==> src/rtl/dkong3_snd_pkg.sv <==
// Shared constants and types for the 2A03 sound-command mailbox.
package dkong3_snd_pkg;

    localparam logic [15:0] SND_CMD_ADDR  = 16'h4016;
    localparam logic [15:0] SND_STAT_ADDR = 16'h4017;

    localparam int unsigned STAT_NOTEMPTY = 7;
    localparam int unsigned STAT_OVF      = 0;

    typedef enum logic [0:0] {
        StIdle,
        StPulse
    } nmi_state_e;

endpackage

==> src/rtl/dkong3_snd_chan.sv <==
// One sub-CPU channel: $4016/$4017 decode, command store, overflow flag and NMI pulse FSM.
// Command store is a FIFO when DKONG3_SNDCMD_FIFO_EN is defined, otherwise a single latch.
module dkong3_snd_chan
    import dkong3_snd_pkg::*;
#(
    parameter int unsigned FIFO_DEPTH = 4,
    parameter int unsigned NMI_WIDTH  = 8
) (
    input  logic        clk_i,
    input  logic        rst_i,
    input  logic        cpu_ce_i,
    input  logic        wr_i,
    input  logic [7:0]  wr_data_i,
    input  logic        vb_rise_i,
    input  logic        nmi_en_i,
    input  logic [15:0] addr_i,
    input  logic        rnw_i,
    output logic [7:0]  dbi_o,
    output logic        sel_o,
    output logic        nmi_n_o
);

    if (FIFO_DEPTH < 2 || (FIFO_DEPTH & (FIFO_DEPTH - 1)) != 0) begin : g_bad_depth
        $error("FIFO_DEPTH must be a power of two >= 2");
    end
    if (NMI_WIDTH < 1 || NMI_WIDTH > 255) begin : g_bad_width
        $error("NMI_WIDTH must be in 1..255");
    end

    logic       is_cmd, is_stat, pop_req, stat_rd;
    logic       not_empty, pop, ovf_set;
    logic [7:0] cmd_data;
    logic       ovf_q, ovf_d;

    assign is_cmd  = rnw_i && (addr_i == SND_CMD_ADDR);
    assign is_stat = rnw_i && (addr_i == SND_STAT_ADDR);
    assign sel_o   = is_cmd || is_stat;
    assign pop_req = cpu_ce_i && is_cmd;
    assign stat_rd = cpu_ce_i && is_stat;

`ifdef DKONG3_SNDCMD_FIFO_EN
    localparam int unsigned AW = $clog2(FIFO_DEPTH);
    localparam logic [AW:0] FullCnt = (AW + 1)'(FIFO_DEPTH);

    logic [7:0]    mem_q [FIFO_DEPTH];
    logic [AW-1:0] rd_ptr_q, rd_ptr_d, wr_ptr_q, wr_ptr_d;
    logic [AW:0]   count_q, count_d;
    logic [7:0]    hold_q, hold_d;
    logic          full, push;

    assign not_empty = (count_q != '0);
    assign full      = (count_q == FullCnt);
    assign pop       = pop_req && not_empty;
    // A pop in the same clock frees a slot, so a push into a full FIFO is still accepted.
    assign push      = wr_i && (!full || pop);
    assign ovf_set   = wr_i && full && !pop;
    assign cmd_data  = not_empty ? mem_q[rd_ptr_q] : hold_q;

    always_comb begin
        rd_ptr_d = rd_ptr_q;
        wr_ptr_d = wr_ptr_q;
        count_d  = count_q;
        hold_d   = hold_q;
        if (pop) begin
            rd_ptr_d = rd_ptr_q + 1'b1;
            hold_d   = mem_q[rd_ptr_q];
        end
        if (push) begin
            wr_ptr_d = wr_ptr_q + 1'b1;
        end
        if (push && !pop) begin
            count_d = count_q + 1'b1;
        end else if (pop && !push) begin
            count_d = count_q - 1'b1;
        end
    end

    always_ff @(posedge clk_i) begin
        if (rst_i) begin
            rd_ptr_q <= '0;
            wr_ptr_q <= '0;
            count_q  <= '0;
            hold_q   <= '0;
        end else begin
            rd_ptr_q <= rd_ptr_d;
            wr_ptr_q <= wr_ptr_d;
            count_q  <= count_d;
            hold_q   <= hold_d;
        end
    end

    always_ff @(posedge clk_i) begin
        if (push) begin
            mem_q[wr_ptr_q] <= wr_data_i;
        end
    end
`else
    logic [7:0] latch_q, latch_d;
    logic       full_q, full_d;

    // Reads never clear the latch; only the notEmpty flag is consumed.
    assign not_empty = full_q;
    assign pop       = pop_req;
    assign ovf_set   = wr_i && full_q;
    assign cmd_data  = latch_q;

    always_comb begin
        latch_d = latch_q;
        full_d  = full_q;
        if (wr_i) begin
            latch_d = wr_data_i;
            full_d  = 1'b1;
        end else if (pop) begin
            full_d  = 1'b0;
        end
    end

    always_ff @(posedge clk_i) begin
        if (rst_i) begin
            latch_q <= '0;
            full_q  <= 1'b0;
        end else begin
            latch_q <= latch_d;
            full_q  <= full_d;
        end
    end
`endif

    // Set wins over a same-clock status read.
    always_comb begin
        ovf_d = ovf_q;
        if (ovf_set) begin
            ovf_d = 1'b1;
        end else if (stat_rd) begin
            ovf_d = 1'b0;
        end
    end

    always_ff @(posedge clk_i) begin
        if (rst_i) begin
            ovf_q <= 1'b0;
        end else begin
            ovf_q <= ovf_d;
        end
    end

    always_comb begin
        dbi_o = '0;
        if (is_cmd) begin
            dbi_o = cmd_data;
        end else if (is_stat) begin
            dbi_o[STAT_NOTEMPTY] = not_empty;
            dbi_o[STAT_OVF]      = ovf_q;
        end
    end

    localparam logic [7:0] NmiLoad = 8'(NMI_WIDTH);

    nmi_state_e state_q, state_d;
    logic [7:0] nmi_cnt_q, nmi_cnt_d;

    always_comb begin
        state_d   = state_q;
        nmi_cnt_d = nmi_cnt_q;
        unique case (state_q)
            StIdle: begin
                if (vb_rise_i && nmi_en_i) begin
                    state_d   = StPulse;
                    nmi_cnt_d = NmiLoad;
                end
            end
            StPulse: begin
                if (!nmi_en_i) begin
                    state_d   = StIdle;
                    nmi_cnt_d = '0;
                end else if (cpu_ce_i) begin
                    nmi_cnt_d = nmi_cnt_q - 1'b1;
                    if (nmi_cnt_q == 8'd1) begin
                        state_d = StIdle;
                    end
                end
            end
            default: state_d = StIdle;
        endcase
    end

    always_ff @(posedge clk_i) begin
        if (rst_i) begin
            state_q   <= StIdle;
            nmi_cnt_q <= '0;
        end else begin
            state_q   <= state_d;
            nmi_cnt_q <= nmi_cnt_d;
        end
    end

    assign nmi_n_o = (state_q != StPulse);

endmodule

==> src/rtl/dkong3_snd_cmd.sv <==
// Sound-command mailbox and vblank NMI for the two 2A03 sub CPUs.
// Define DKONG3_SNDCMD_FIFO_EN for per-channel FIFOs; default build uses single latches.
module dkong3_snd_cmd
    import dkong3_snd_pkg::*;
#(
    parameter int unsigned FIFO_DEPTH = 4,
    parameter int unsigned NMI_WIDTH  = 8
) (
    input  logic        I_SUBCLK,
    input  logic        I_SUB_RESET,
    input  logic        I_CPU_CE,
    input  logic        I_MAIN_WR,
    input  logic        I_MAIN_SEL,
    input  logic [7:0]  I_MAIN_DB,
    input  logic        I_VBLANK,
    input  logic [1:0]  I_NMI_EN,
    input  logic [15:0] I_SUB1_ADDR,
    input  logic        I_SUB1_RNW,
    input  logic [15:0] I_SUB2_ADDR,
    input  logic        I_SUB2_RNW,
    output logic [7:0]  O_SUB1_DBI,
    output logic        O_SUB1_SEL,
    output logic        O_SUB1_NMIn,
    output logic [7:0]  O_SUB2_DBI,
    output logic        O_SUB2_SEL,
    output logic        O_SUB2_NMIn
);

    logic vb_q, arm_q, vb_rise;
    logic wr1, wr2;

    // arm_q masks the first clock after reset so a vblank already high is not seen as a rise.
    always_ff @(posedge I_SUBCLK) begin
        if (I_SUB_RESET) begin
            vb_q  <= 1'b0;
            arm_q <= 1'b0;
        end else begin
            vb_q  <= I_VBLANK;
            arm_q <= 1'b1;
        end
    end

    assign vb_rise = I_VBLANK && !vb_q && arm_q;
    assign wr1     = I_MAIN_WR && !I_MAIN_SEL;
    assign wr2     = I_MAIN_WR && I_MAIN_SEL;

    dkong3_snd_chan #(
        .FIFO_DEPTH (FIFO_DEPTH),
        .NMI_WIDTH  (NMI_WIDTH)
    ) u_chan1 (
        .clk_i     (I_SUBCLK),
        .rst_i     (I_SUB_RESET),
        .cpu_ce_i  (I_CPU_CE),
        .wr_i      (wr1),
        .wr_data_i (I_MAIN_DB),
        .vb_rise_i (vb_rise),
        .nmi_en_i  (I_NMI_EN[0]),
        .addr_i    (I_SUB1_ADDR),
        .rnw_i     (I_SUB1_RNW),
        .dbi_o     (O_SUB1_DBI),
        .sel_o     (O_SUB1_SEL),
        .nmi_n_o   (O_SUB1_NMIn)
    );

    dkong3_snd_chan #(
        .FIFO_DEPTH (FIFO_DEPTH),
        .NMI_WIDTH  (NMI_WIDTH)
    ) u_chan2 (
        .clk_i     (I_SUBCLK),
        .rst_i     (I_SUB_RESET),
        .cpu_ce_i  (I_CPU_CE),
        .wr_i      (wr2),
        .wr_data_i (I_MAIN_DB),
        .vb_rise_i (vb_rise),
        .nmi_en_i  (I_NMI_EN[1]),
        .addr_i    (I_SUB2_ADDR),
        .rnw_i     (I_SUB2_RNW),
        .dbi_o     (O_SUB2_DBI),
        .sel_o     (O_SUB2_SEL),
        .nmi_n_o   (O_SUB2_NMIn)
    );

endmodule

==> config.mk <==
export PLATFORM = sky130hd
export DESIGN_NAME = dkong3_snd_cmd
export DESIGN_NICKNAME = d
export VERILOG_FILES = /design/src/rtl/dkong3_snd_pkg.sv /design/src/rtl/dkong3_snd_chan.sv /design/src/rtl/dkong3_snd_cmd.sv
export SDC_FILE = /design/constraint.sdc
export NUM_CORES = 1
export LEC_CHECK = 0
export CORE_AREA = 2 2 74 76
export CTS_CLUSTER_DIAMETER = 120
export CTS_CLUSTER_SIZE = 24
export DETAILED_ROUTE_END_ITERATION = 7
export DIE_AREA = 0 0 76 78
export GPL_ROUTABILITY_DRIVEN = 0
export PLACE_DENSITY = 0.76
export SYNTH_ARGS = -nofsm -noshare
export SYNTH_HDL_FRONTEND = slang
export SYNTH_HIERARCHICAL = 1
export SYNTH_SLANG_ARGS = --single-unit
==> constraint.sdc <==
create_clock -name I_SUBCLK -period 5 [get_ports I_SUBCLK]
set_clock_uncertainty 0.05 [all_clocks]
set_input_delay 0.75 -clock I_SUBCLK [delete_from_list [all_inputs] [get_ports I_SUBCLK]]
set_output_delay 0.75 -clock I_SUBCLK [all_outputs]
set_load 0.02 [all_outputs]
# --- Yosys cells after proc, flatten, opt, wreduce, memory -nomap -nowiden ---
# Index checks and enable logic that the tools add are counted.
# Widths: inputs -> output; s select.
op_classes:
  add_sub_neg: 2
  eq_ne: 10
  muxes: 37
  n_bitwise: 2
  n_reduce_logical: 26
ops:
  columns: ["op", "n"]
  rows:
  - ["$eq 16x15->1 const B", 4]
  - ["$mux 8", 6]
  - ["$pmux 8 s2", 2]
  - ["$mux 1", 25]
  - ["$eq 8x1->1 const B", 2]
  - ["$logic_and 1x1->1", 16]
  - ["$sub 8x1->8 const B", 2]
  - ["$mux 6", 2]
  - ["$reduce_bool 2->1", 4]
  - ["$ne 3x3->1 const B", 2]
  - ["$ne 2x1->1 const B", 2]
  - ["$pmux 1 s2", 2]
  - ["$reduce_and 2->1", 2]
  - ["$logic_not 1->1", 2]
  - ["$logic_or 1x1->1", 2]
  - ["$not 1->1", 2]
totals:
  regBits: 40
  input_bits: 50
  out_inout_bits: 20
  elab_cells: 89

# --- Depth between registers and ports, before layout ---
logic_depth:
  depth_word: 6
  ltp_mapped: 5
  depth_no_buf: 5

# --- Cells and area by module ---
# The synthesis kept the hierarchy.
by_module_without_submodules:
  columns: ["mod", "instances", "cells_each", "area_per_inst_um2", "seq_area_each_um2"]
  rows:
  - ["dkong3_snd_chan", 2, 122, 1087.3, 380.4]
  - ["dkong3_snd_cmd", 1, 7, 75.1, 40.0]

# --- Worst setup path before layout ---
# OpenSTA, ideal clock, no wires.
synth_path:
  path_kind: "input to output"
  startpoint: "in I_SUB1_ADDR[3]"
  endpoint: "out O_SUB1_DBI[1]"
  arrival_time_ns: 2.301
  t_required_ns: 4.200
  setup_slack_ns: 1.899
  cell_stages: 4
  path_buffers: 1
  path_cell_list: "or4b_1 or4_1 buf_6 nor3b_2"
synth_between:
  elab_chain_cells: 3
synth_rtl:
  columns: ["item", "line", "text"]
  rows:
  - ["from (decl)", "dkong3_snd_cmd.sv:17", "input logic [15:0] I_SUB1_ADDR,"]
  - ["$eq 16x15->1", "dkong3_snd_chan.sv:35", "assign is_cmd = rnw_i && (addr_i == SND_CMD_ADDR);"]
  - ["$logic_and 1x1->1", "dkong3_snd_chan.sv:35", null]
  - ["$mux 6", "dkong3_snd_chan.sv:149", "if (is_cmd) begin"]
  - ["to (decl)", "dkong3_snd_cmd.sv:21", "output logic [7:0] O_SUB1_DBI,"]
# Every way passes these cells.

# --- Worst setup path after layout ---
layout_path:
  startpoint: "in I_SUB2_ADDR[3]"
  endpoint: "out O_SUB2_DBI[1]"
layout_between:
  elab_chain_cells: 3
layout_rtl:
  columns: ["item", "line", "text"]
  rows:
  - ["from (decl)", "dkong3_snd_cmd.sv:19", "input logic [15:0] I_SUB2_ADDR,"]
  - ["$eq 16x15->1", "dkong3_snd_chan.sv:35", null]
  - ["$logic_and 1x1->1", "dkong3_snd_chan.sv:35", null]
  - ["$mux 6", "dkong3_snd_chan.sv:149", null]
  - ["to (decl)", "dkong3_snd_cmd.sv:24", "output logic [7:0] O_SUB2_DBI,"]
# Every way passes these cells.

==> flow_metrics.env <==
export IMPL_p_total_mw=0.716
export IMPL_overflow=0
export IMPL_final_area_um2=3070
export IMPL_grt_pass1_vias=1990
export IMPL_final_cell_mix="69 x clkdlybuf4s50_1, 40 x dfxtp_1, 28 x nor2_1, 22 x mux2i_1, 21 x inv_1"
export IMPL_fin_crit_sh_pct=82.5
export IMPL_worstPathRequired_ps=4200
export IMPL_dp_hpwl_um=3840
export IMPL_max_slew_margin_rel_pct=52.2
export IMPL_max_cap_violations=0
export IMPL_r2r_end="u_chan2/nmi_cnt_q[4]$_SDFFE_PP0P_"
export IMPL_vias=2071
export IMPL_ys_types=39
export IMPL_first_pass_iters=4
export IMPL_drt_initial_drc_count=96
export IMPL_io_pins=70
export IMPL_layout_cells_non_filler=383
export IMPL_ctsHoldBuffers=0
export IMPL_dp_cells=375
export IMPL_dieArea_um2=5930
export IMPL_synthFlopType="dfxtp_1"
export IMPL_synth_avg_cell_area_um2=8.96
export IMPL_cp_end_kind="output pin"
export IMPL_ys_seq_elements=40
export IMPL_endpoint="O_SUB2_DBI[1]"
export IMPL_ys_warn_count=6
export IMPL_insertion_delay_ps=290
export IMPL_crit_type="in2out"
export IMPL_vias_per_cell=5.41
export IMPL_remaining_drc_errors=0
export IMPL_fin_setup_tns_ps=0
export IMPL_routedWlPerCell_um=13.6
export IMPL_grtUsageTotal_pct=18.1
export IMPL_netlist_area_um2=2250
export IMPL_worstMarginPinSlew_ps=715
export IMPL_row_count=26
export IMPL_nets=366
export IMPL_diodes=0
export IMPL_r2r_start="vb_q$_SDFF_PP0_"
export IMPL_peakVddDrop_mv=0.149
export IMPL_cts_setup_buffers=0
export IMPL_initial_core_util_pct=44.6
export IMPL_worst_path_max_fanout=9
export IMPL_root_buffer="clkbuf_8"
export IMPL_power_density_nw_per_um2=233
export IMPL_reg2regPathDepth=4
export IMPL_synthArstFlopShare_pct=0
export IMPL_io_buffers=69
export IMPL_finalSetupViolCount=0
export IMPL_startpoint="I_SUB2_ADDR[3]"
export IMPL_fmax_mhz=242
export IMPL_syn_num_nets=305
export IMPL_synth_seq_area_share_pct=35.6
export IMPL_synth_edf_count=0
export IMPL_finalWirelength_um=5190
export IMPL_num_fill_cells=462
export IMPL_cp_start_kind="primary input"
export IMPL_antenna_found_initial=0
export IMPL_layout_commonest_cell="clkdlybuf4s50_1"
export IMPL_grt_max_degree=33
export IMPL_critPathArrivalTime_ps=3320
export IMPL_clk_pin_slew_ps=70
export IMPL_ant_nets=0
export IMPL_placed_area_um2=2960
export IMPL_status="complete, no violations"
export IMPL_clk_path_buf_depth=2
export IMPL_hold_viol=0
export IMPL_clock_sinks=40
export IMPL_final_max_slew_viol_count=0
export IMPL_chipHeight_um=78
export IMPL_layout_drive_gt1_share_pct=7.67
export IMPL_post_cts_resized=0
export IMPL_synthToLayoutAreaGrowth_pct=36.4
export IMPL_core_area_um2=5040
export IMPL_die_x_um=76
export IMPL_rsz0062_at_grt="false"
export IMPL_leakage_nw=1.09
export IMPL_rrSetupSlack_ps=3380
export IMPL_cts_tree="yes"
export IMPL_cts_max_level=2
export IMPL_grt_first_pass_wirelength_um=8970
export IMPL_netlist_instances=251
export IMPL_hold_class="reg2reg"
export IMPL_cts_buffers=5
export IMPL_period_minus_slack_ps=4120
==> synth_stat cells, types with 3 or more instances <==
library cell  number  share of area (%)
a21oi_1           10                2.2
and3b_1            3                1.2
buf_1              4               0.67
clkbuf_1          10                1.7
dfxtp_1           40                 36
ha_1               4                2.2
inv_1             21                3.5
mux2i_1           22                9.8
nand2_1            6                1.0
nand4_1            8                2.2
nor2_1            28                4.7
nor2b_1            3               0.83
nor3_1             6                1.3
nor3b_2           12                6.7
nor4_1             4                1.1
o211ai_1          16                5.3
or4_1              8                2.7
or4b_1             6                2.7
==> power by group <==
group / internal [mW] / switching (mW) / total, mW
Combinational: 0.0651 / 0.0477 / 0.113
Sequential: 0.332 / 0.0120 / 0.344
Clock: 0.148 / 0.111 / 0.259
==> registers in the layout, summed over array words and instances (netlist names) <==
register           count
arm_q                  1
u_chan1/cmd_data       8
u_chan1/full_q         1
u_chan1/nmi_cnt_q      8
u_chan1/ovf_q          1
u_chan1/state_q        1
u_chan2/cmd_data       8
u_chan2/full_q         1
u_chan2/nmi_cnt_q      8
u_chan2/ovf_q          1
u_chan2/state_q        1
vb_q                   1
==> worst max-delay path: stages <==
cell and delay [ps]:
clkdlybuf4s50_1 390, or4b_1 530, or4_1 760, nor3b_2 250, clkdlybuf4s50_1 640
==> metal layers <==
| metal | share of wire, % | global-route usage (%) | routed length [um] | vias up |
|---|---|---|---|---|
| li1 | - | - | - | 1055 |
| met1 | 45 | 22.1 | 2340 | 960 |
| met2 | 48 | 30.5 | 2480 | 52 |
| met3 | 6.7 | 6.40 | 348 | 4 |
| met4 | 0.50 | 4.55 | 26 | 0 |
| met5 | 0 | 0 | 0 | - |
==> worst min-delay path by stage <==
stage,endpoint,cells after the start,start,slack [ps]
2_1_floorplan,u_chan1/cmd_data[1]$_SDFFE_PP0P_,2,u_chan1/cmd_data[1]$_SDFFE_PP0P_,400
6_report,u_chan1/cmd_data[2]$_SDFFE_PP0P_,2,u_chan1/cmd_data[2]$_SDFFE_PP0P_,440
5_1_grt,u_chan1/cmd_data[6]$_SDFFE_PP0P_,2,u_chan1/cmd_data[6]$_SDFFE_PP0P_,490
3_3_place_gp,u_chan1/cmd_data[3]$_SDFFE_PP0P_,2,u_chan1/cmd_data[3]$_SDFFE_PP0P_,420
4_1_cts,u_chan2/cmd_data[6]$_SDFFE_PP0P_,2,u_chan2/cmd_data[6]$_SDFFE_PP0P_,450
3_5_place_dp,u_chan1/cmd_data[5]$_SDFFE_PP0P_,2,u_chan1/cmd_data[5]$_SDFFE_PP0P_,430
==> final cells by class <==
class / count / area [um^2] / share of cell area [%]
clock inverters: 2 / 35.0 / 1.14
clock buffers: 6 / 72.6 / 2.37
multi-input cells: 174 / 1290 / 42.2
repair buffers: 70 / 698 / 22.8
flip-flops and latches: 40 / 801 / 26.1
well taps: 70 / 87.6 / 2.85
inverters: 21 / 78.8 / 2.57
==> through the flow <==
stage	utilization (%)	hold WS, ps	setup slack [ps]
finish	60.8	443	876
global route	60.8	490	764
CTS	60.8	450	862
detailed placement	58.7	430	875
global placement	58.7	421	908
floorplan	-	400	1900
==> kinds of logic (layout without fill, tap and decap cells) <==
kind of cell / after synthesis / after routing / synth area share, %
adders and majority gates: 4 / 4 / 2.22
DFF: 40 / 40 / 35.6
and+or+nand+nor: 102 / 102 / 30.8
buffers and inverters: 37 / 99 / 6.84
AOI/OAI and AO/OA: 44 / 44 / 14.0
xor gates and xnor gates: 2 / 2 / 0.779
muxes: 22 / 22 / 9.79
(Power assumes the default switching activity.)
